**src/rtl/alu_op_issuer.sv**
```systemverilog
// RV32I ALU-op issue stage: decodes an instruction into ALU operands and op code
// behind a one-deep valid/ready output register, with a saturating illegal-op counter.
module alu_op_issuer (
    input  logic        clk,
    input  logic        rst_n,
    input  logic        in_valid,
    output logic        in_ready,
    input  logic [31:0] instr,
    input  logic [31:0] pc,
    input  logic [31:0] rs1_data,
    input  logic [31:0] rs2_data,
    output logic        out_valid,
    input  logic        out_ready,
    output logic [31:0] srcA,
    output logic [31:0] srcB,
    output logic [3:0]  alu_ctrl,
    output logic [4:0]  rd,
    output logic        illegal,
    output logic [15:0] illegal_count
);

    typedef enum logic [3:0] {
        ALU_ADD  = 4'b0000,
        ALU_SUB  = 4'b0001,
        ALU_AND  = 4'b0010,
        ALU_OR   = 4'b0011,
        ALU_XOR  = 4'b0100,
        ALU_SLL  = 4'b0101,
        ALU_SRL  = 4'b0110,
        ALU_SRA  = 4'b0111,
        ALU_SLT  = 4'b1000,
        ALU_SLTU = 4'b1001
    } alu_op_e;

    typedef enum logic [6:0] {
        OPC_OP     = 7'b0110011,
        OPC_OP_IMM = 7'b0010011,
        OPC_LOAD   = 7'b0000011,
        OPC_STORE  = 7'b0100011,
        OPC_LUI    = 7'b0110111,
        OPC_AUIPC  = 7'b0010111,
        OPC_BRANCH = 7'b1100011
    } opcode_e;

    logic [2:0]  funct3;
    logic [6:0]  funct7;
    logic [31:0] imm_i;
    logic [31:0] imm_s;
    logic [31:0] imm_u;
    logic [31:0] shamt;
    logic        unused_rs1_field;

    alu_op_e     dec_op;
    logic [31:0] dec_a;
    logic [31:0] dec_b;
    logic [4:0]  dec_rd;
    logic        dec_illegal;

    logic        transfer;

    logic        out_valid_q, out_valid_d;
    logic [31:0] src_a_q, src_a_d;
    logic [31:0] src_b_q, src_b_d;
    logic [3:0]  alu_ctrl_q, alu_ctrl_d;
    logic [4:0]  rd_q, rd_d;
    logic        illegal_q, illegal_d;
    logic [15:0] illegal_count_q, illegal_count_d;

    assign funct3           = instr[14:12];
    assign funct7           = instr[31:25];
    assign imm_i            = {{20{instr[31]}}, instr[31:20]};
    assign imm_s            = {{20{instr[31]}}, instr[31:25], instr[11:7]};
    assign imm_u            = {instr[31:12], 12'h000};
    assign shamt            = {27'd0, instr[24:20]};
    // rs1 index is resolved upstream; only its data arrives here
    assign unused_rs1_field = ^instr[19:15];

    always_comb begin
        dec_illegal = 1'b0;
        dec_op      = ALU_ADD;
        dec_a       = rs1_data;
        dec_b       = rs2_data;
        dec_rd      = instr[11:7];
        case (instr[6:0])
            OPC_OP: begin
                case ({funct7, funct3})
                    {7'b0000000, 3'b000}: dec_op = ALU_ADD;
                    {7'b0100000, 3'b000}: dec_op = ALU_SUB;
                    {7'b0000000, 3'b001}: dec_op = ALU_SLL;
                    {7'b0000000, 3'b010}: dec_op = ALU_SLT;
                    {7'b0000000, 3'b011}: dec_op = ALU_SLTU;
                    {7'b0000000, 3'b100}: dec_op = ALU_XOR;
                    {7'b0000000, 3'b101}: dec_op = ALU_SRL;
                    {7'b0100000, 3'b101}: dec_op = ALU_SRA;
                    {7'b0000000, 3'b110}: dec_op = ALU_OR;
                    {7'b0000000, 3'b111}: dec_op = ALU_AND;
                    default:              dec_illegal = 1'b1;
                endcase
            end
            OPC_OP_IMM: begin
                dec_b = imm_i;
                case (funct3)
                    3'b000: dec_op = ALU_ADD;
                    3'b010: dec_op = ALU_SLT;
                    3'b011: dec_op = ALU_SLTU;
                    3'b100: dec_op = ALU_XOR;
                    3'b110: dec_op = ALU_OR;
                    3'b111: dec_op = ALU_AND;
                    3'b001: begin
                        dec_b = shamt;
                        if (funct7 == 7'b0000000) dec_op = ALU_SLL;
                        else                      dec_illegal = 1'b1;
                    end
                    default: begin
                        dec_b = shamt;
                        if (funct7 == 7'b0000000)      dec_op = ALU_SRL;
                        else if (funct7 == 7'b0100000) dec_op = ALU_SRA;
                        else                           dec_illegal = 1'b1;
                    end
                endcase
            end
            OPC_LOAD: dec_b = imm_i;
            OPC_STORE: begin
                dec_b  = imm_s;
                dec_rd = '0;
            end
            OPC_LUI: begin
                dec_a = '0;
                dec_b = imm_u;
            end
            OPC_AUIPC: begin
                dec_a = pc;
                dec_b = imm_u;
            end
            OPC_BRANCH: begin
                dec_rd = '0;
                case (funct3[2:1])
                    2'b00:   dec_op = ALU_SUB;
                    2'b10:   dec_op = ALU_SLT;
                    2'b11:   dec_op = ALU_SLTU;
                    default: dec_illegal = 1'b1;
                endcase
            end
            default: dec_illegal = 1'b1;
        endcase
        // undecodable words still issue, as a harmless zero ADD flagged illegal
        if (dec_illegal) begin
            dec_op = ALU_ADD;
            dec_a  = '0;
            dec_b  = '0;
            dec_rd = '0;
        end
    end

    assign in_ready = !out_valid_q || out_ready;
    assign transfer = in_valid && in_ready;

    always_comb begin
        out_valid_d     = out_valid_q;
        src_a_d         = src_a_q;
        src_b_d         = src_b_q;
        alu_ctrl_d      = alu_ctrl_q;
        rd_d            = rd_q;
        illegal_d       = illegal_q;
        illegal_count_d = illegal_count_q;
        if (transfer) begin
            out_valid_d = 1'b1;
            src_a_d     = dec_a;
            src_b_d     = dec_b;
            alu_ctrl_d  = dec_op;
            rd_d        = dec_rd;
            illegal_d   = dec_illegal;
            if (dec_illegal && (illegal_count_q != '1)) begin
                illegal_count_d = illegal_count_q + 16'd1;
            end
        end else if (out_ready) begin
            out_valid_d = 1'b0;
        end
    end

    always_ff @(posedge clk or negedge rst_n) begin
        if (!rst_n) begin
            out_valid_q     <= 1'b0;
            src_a_q         <= '0;
            src_b_q         <= '0;
            alu_ctrl_q      <= '0;
            rd_q            <= '0;
            illegal_q       <= 1'b0;
            illegal_count_q <= '0;
        end else begin
            out_valid_q     <= out_valid_d;
            src_a_q         <= src_a_d;
            src_b_q         <= src_b_d;
            alu_ctrl_q      <= alu_ctrl_d;
            rd_q            <= rd_d;
            illegal_q       <= illegal_d;
            illegal_count_q <= illegal_count_d;
        end
    end

    assign out_valid     = out_valid_q;
    assign srcA          = src_a_q;
    assign srcB          = src_b_q;
    assign alu_ctrl      = alu_ctrl_q;
    assign rd            = rd_q;
    assign illegal       = illegal_q;
    assign illegal_count = illegal_count_q;

endmodule
```
**config.mk**
```make
export PLATFORM = sky130hd
export DESIGN_NAME = alu_op_issuer
export DESIGN_NICKNAME = d
export VERILOG_FILES = /design/src/rtl/alu_op_issuer.sv
export SDC_FILE = /design/constraint.sdc
export NUM_CORES = 1
export LEC_CHECK = 0
export BUFFER_PORTS_ARGS = -buffer_cell sky130_fd_sc_hd__buf_2
export CORE_MARGIN = 8
export CORE_UTILIZATION = 35
export DETAILED_ROUTE_END_ITERATION = 16
export PLACE_DENSITY = 0.68
export SLEW_MARGIN = 40
export SYNTH_ARGS = -nofsm -noshare
export SYNTH_HDL_FRONTEND = slang
export SYNTH_SLANG_ARGS = --single-unit
export TNS_END_PERCENT = 5
```
**constraint.sdc**
```tcl
create_clock -name clk -period 2.3 [get_ports clk]
set_input_delay 0.115 -clock clk [delete_from_list [all_inputs] [get_ports clk]]
set_output_delay 0.115 -clock clk [all_outputs]
set_load 0.02 [all_outputs]
```
==> results_dict.tcl <==
set metrics [dict create \
    cts_buffer_depth 2 \
    grt_pass1_vias 5060 \
    setup_violations 0 \
    cts_resized 0 \
    worst-setup-path-type "input port to flop" \
    multiInputGateArea_um2 2260 \
    finalWeightedCongestion 0.937 \
    cts_sinks 91 \
    synth_enable_flop_cells 0 \
    stdcell_count 922 \
    synth_fa_ha_area_frac 0.0153 \
    place_ws_ns -0.0448 \
    synth_xor_area_frac 0.0258 \
    fin_crit_sh 0.856 \
    drtIter0Drc 344 \
    n_fill_cell 1319 \
    layout_setup_ws_ns 0.330 \
    antenna_found_initial 0 \
    status "completed" \
    ys_ff_latch 91 \
    ys_seq_area_frac 0.479 \
    syn2layout_area_growth_pct 35.9 \
    synthSimpleGateAreaFrac 0.219 \
    place_area_um2 6150 \
    powerDensity_nw_per_um2 604 \
    rsz0062_at_grt "false" \
    via_per_inst 5.31 \
    synth_cell_type_count 51 \
    grt_pass1_wl_um 26900 \
    cts_buffers 9 \
    regArea_um2 2280 \
    synth_top_area_cell "dfrtp_1" \
    place_inst 904 \
    cp-end-kind "flop" \
    htree_num_levels 3 \
    fin_area_um2 6460 \
    synth_compound_area_frac 0.206 \
    tns_ns 0 \
    yosysMostFrequentCell "nand2_1" \
    ys.flop_type "dfrtp_1" \
    detail-route-antenna-nets 0 \
    synthCells 517 \
    synth_warnings 0 \
    finClkSkew_ns 0.00884 \
    synth.area.top_cells "dfrtp_1 (48%), nand2_1 (7.7%), o21ai_1 (5.3%)" \
    max_slew_margin 0.546 \
    io-pin-count 224 \
    power.leakage_nw 3.19 \
    grt_max_degree 65 \
    synth_top_family_by_area "simple AND/OR/NAND/NOR gates" \
    finish.utilization 0.488 \
    num_antenna_cells 0 \
    r2r_slack_ns 0.36 \
    grt-ovfl-total 0 \
    startpoint_type "input port" \
    cts_setup_buffers 0 \
    fin_hold_ws_ns 0.0361 \
    vias 4895 \
    arrival_ns 2.23 \
    ys_top_cells_by_count "nand2_1 (98), dfrtp_1 (91), o21ai_1 (50)" \
    hold_path_class "input port to flop" \
    grt_usage 0.188 \
    drive_gt1_frac 0.375 \
    vdd_drop_max_uv 371 \
    root_buffer "clkbuf_16" \
    start_util 0.359 \
    die_w_um 133 \
    core_um2 13200 \
    total_power_mw 3.90 \
    dp_hpwl_um 13100 \
    post_synth.cell_area_avg_um2 9.19 \
    finalWirelength_um 16800 \
    wire_per_inst_um 18.3 \
    period_needed_ns 1.97 \
    worstMarginPinSlew_ns 0.681 \
    slew_viol_final 0 \
    synth_fp_nets 654 \
    cts_tree "built" \
    critPathRequiredTime_ns 2.56 \
    clk_latency_ns 0.35 \
    synth_top_area_frac 0.479 \
    final_hold_viol_count 0 \
    fmax_mhz 508 \
    syn_area_um2 4750 \
    drc 0 \
    fp-row-count 42 \
    nets 878 \
    die_h_um 133 \
    clk_pin_slew_ns 0.06 \
    drt-pass1-iter-count 6 \
    async_flop_share 1.00 \
    synth.mux.area_fraction 0.00922 \
    cap_violations 0 \
    io_buffer_count 223 \
    die-area_um2 17600 \
    hold_buffers 2 \
    crit_path_max_fanout 21 \
]
[cells in the final DEF (no fill, tap or decap), types with 13 or more instances in the layout]
cell | netlist | final
buf_2 | 3 | 222
o2bb2ai_1 | 18 | 18
nor3b_1 | 33 | 32
dfrtp_1 | 91 | 91
o21ai_1 | 50 | 50
o21ai_0 | 18 | 18
buf_4 | 0 | 26
nand2_1 | 98 | 97
nand3_1 | 13 | 13
a21oi_1 | 41 | 41
[layout make-up]
type	instances	area share
inverters	5	0.00291
flip-flops and latches	91	0.353
clock inverters	4	0.00368
repair buffers	253	0.215
clock buffers	12	0.0413
multi-input cells	381	0.351
well taps	176	0.0341
[worst max-delay path: stages]
cell and delay [ns]:
buf_2 0.11, or4_4 0.53, nor3_4 0.20, buf_12 0.15
o21ai_1 0.06, a311o_2 0.36, nand2b_4 0.29, buf_12 0.23
o21ai_0 0.16
[state kept, by name (all words and copies together), names as in the netlist]
register and count:
alu_ctrl 4, srcB 32, illegal 1, srcA 32, rd 5, illegal_count 16, out_valid 1
[where the power goes]
group	total (mW)	switching (mW)	leakage, nW	internal (mW)
Combinational	0.702	0.417	1.80	0.286
Clock	1.43	0.611	0.148	0.817
Sequential	1.77	0.0848	1.24	1.69
[path summary, 6_finish.rpt]
check / from / endpoint / depth (start not counted)
worst max-delay path: instr[26] / srcB[5] / 9
worst min-delay path: rs1_data[20] / srcA[20] / 3
worst max register to register: illegal_count[4] / illegal_count[0] / 6
worst min register to register: srcB[9] / srcB[9] / 2
max in group asynchronous: rst_n / rd[4] / 3
min in group asynchronous: rst_n / illegal_count[2] / 2
[metal layers]
metal  routed length, um  share of wire  global-route usage  vias to the layer above
met5                   0              0                   0                        -
met4                 305          0.018              0.0606                        0
met3                1760           0.10              0.0753                       26
met2                7800           0.46               0.297                      236
met1                6970           0.41               0.230                     2318
li1                    -              -                   -                     2315
[logic make-up (layout without fill, tap and decap cells)]
group,Yosys count,after routing
simple gates,198,198
xor+xnor,14,14
compound gates,159,159
mux,4,4
flops,91,91
fa+ha+maj,6,6
buf+inv,45,274
Power figures use the tool's default switching activity.
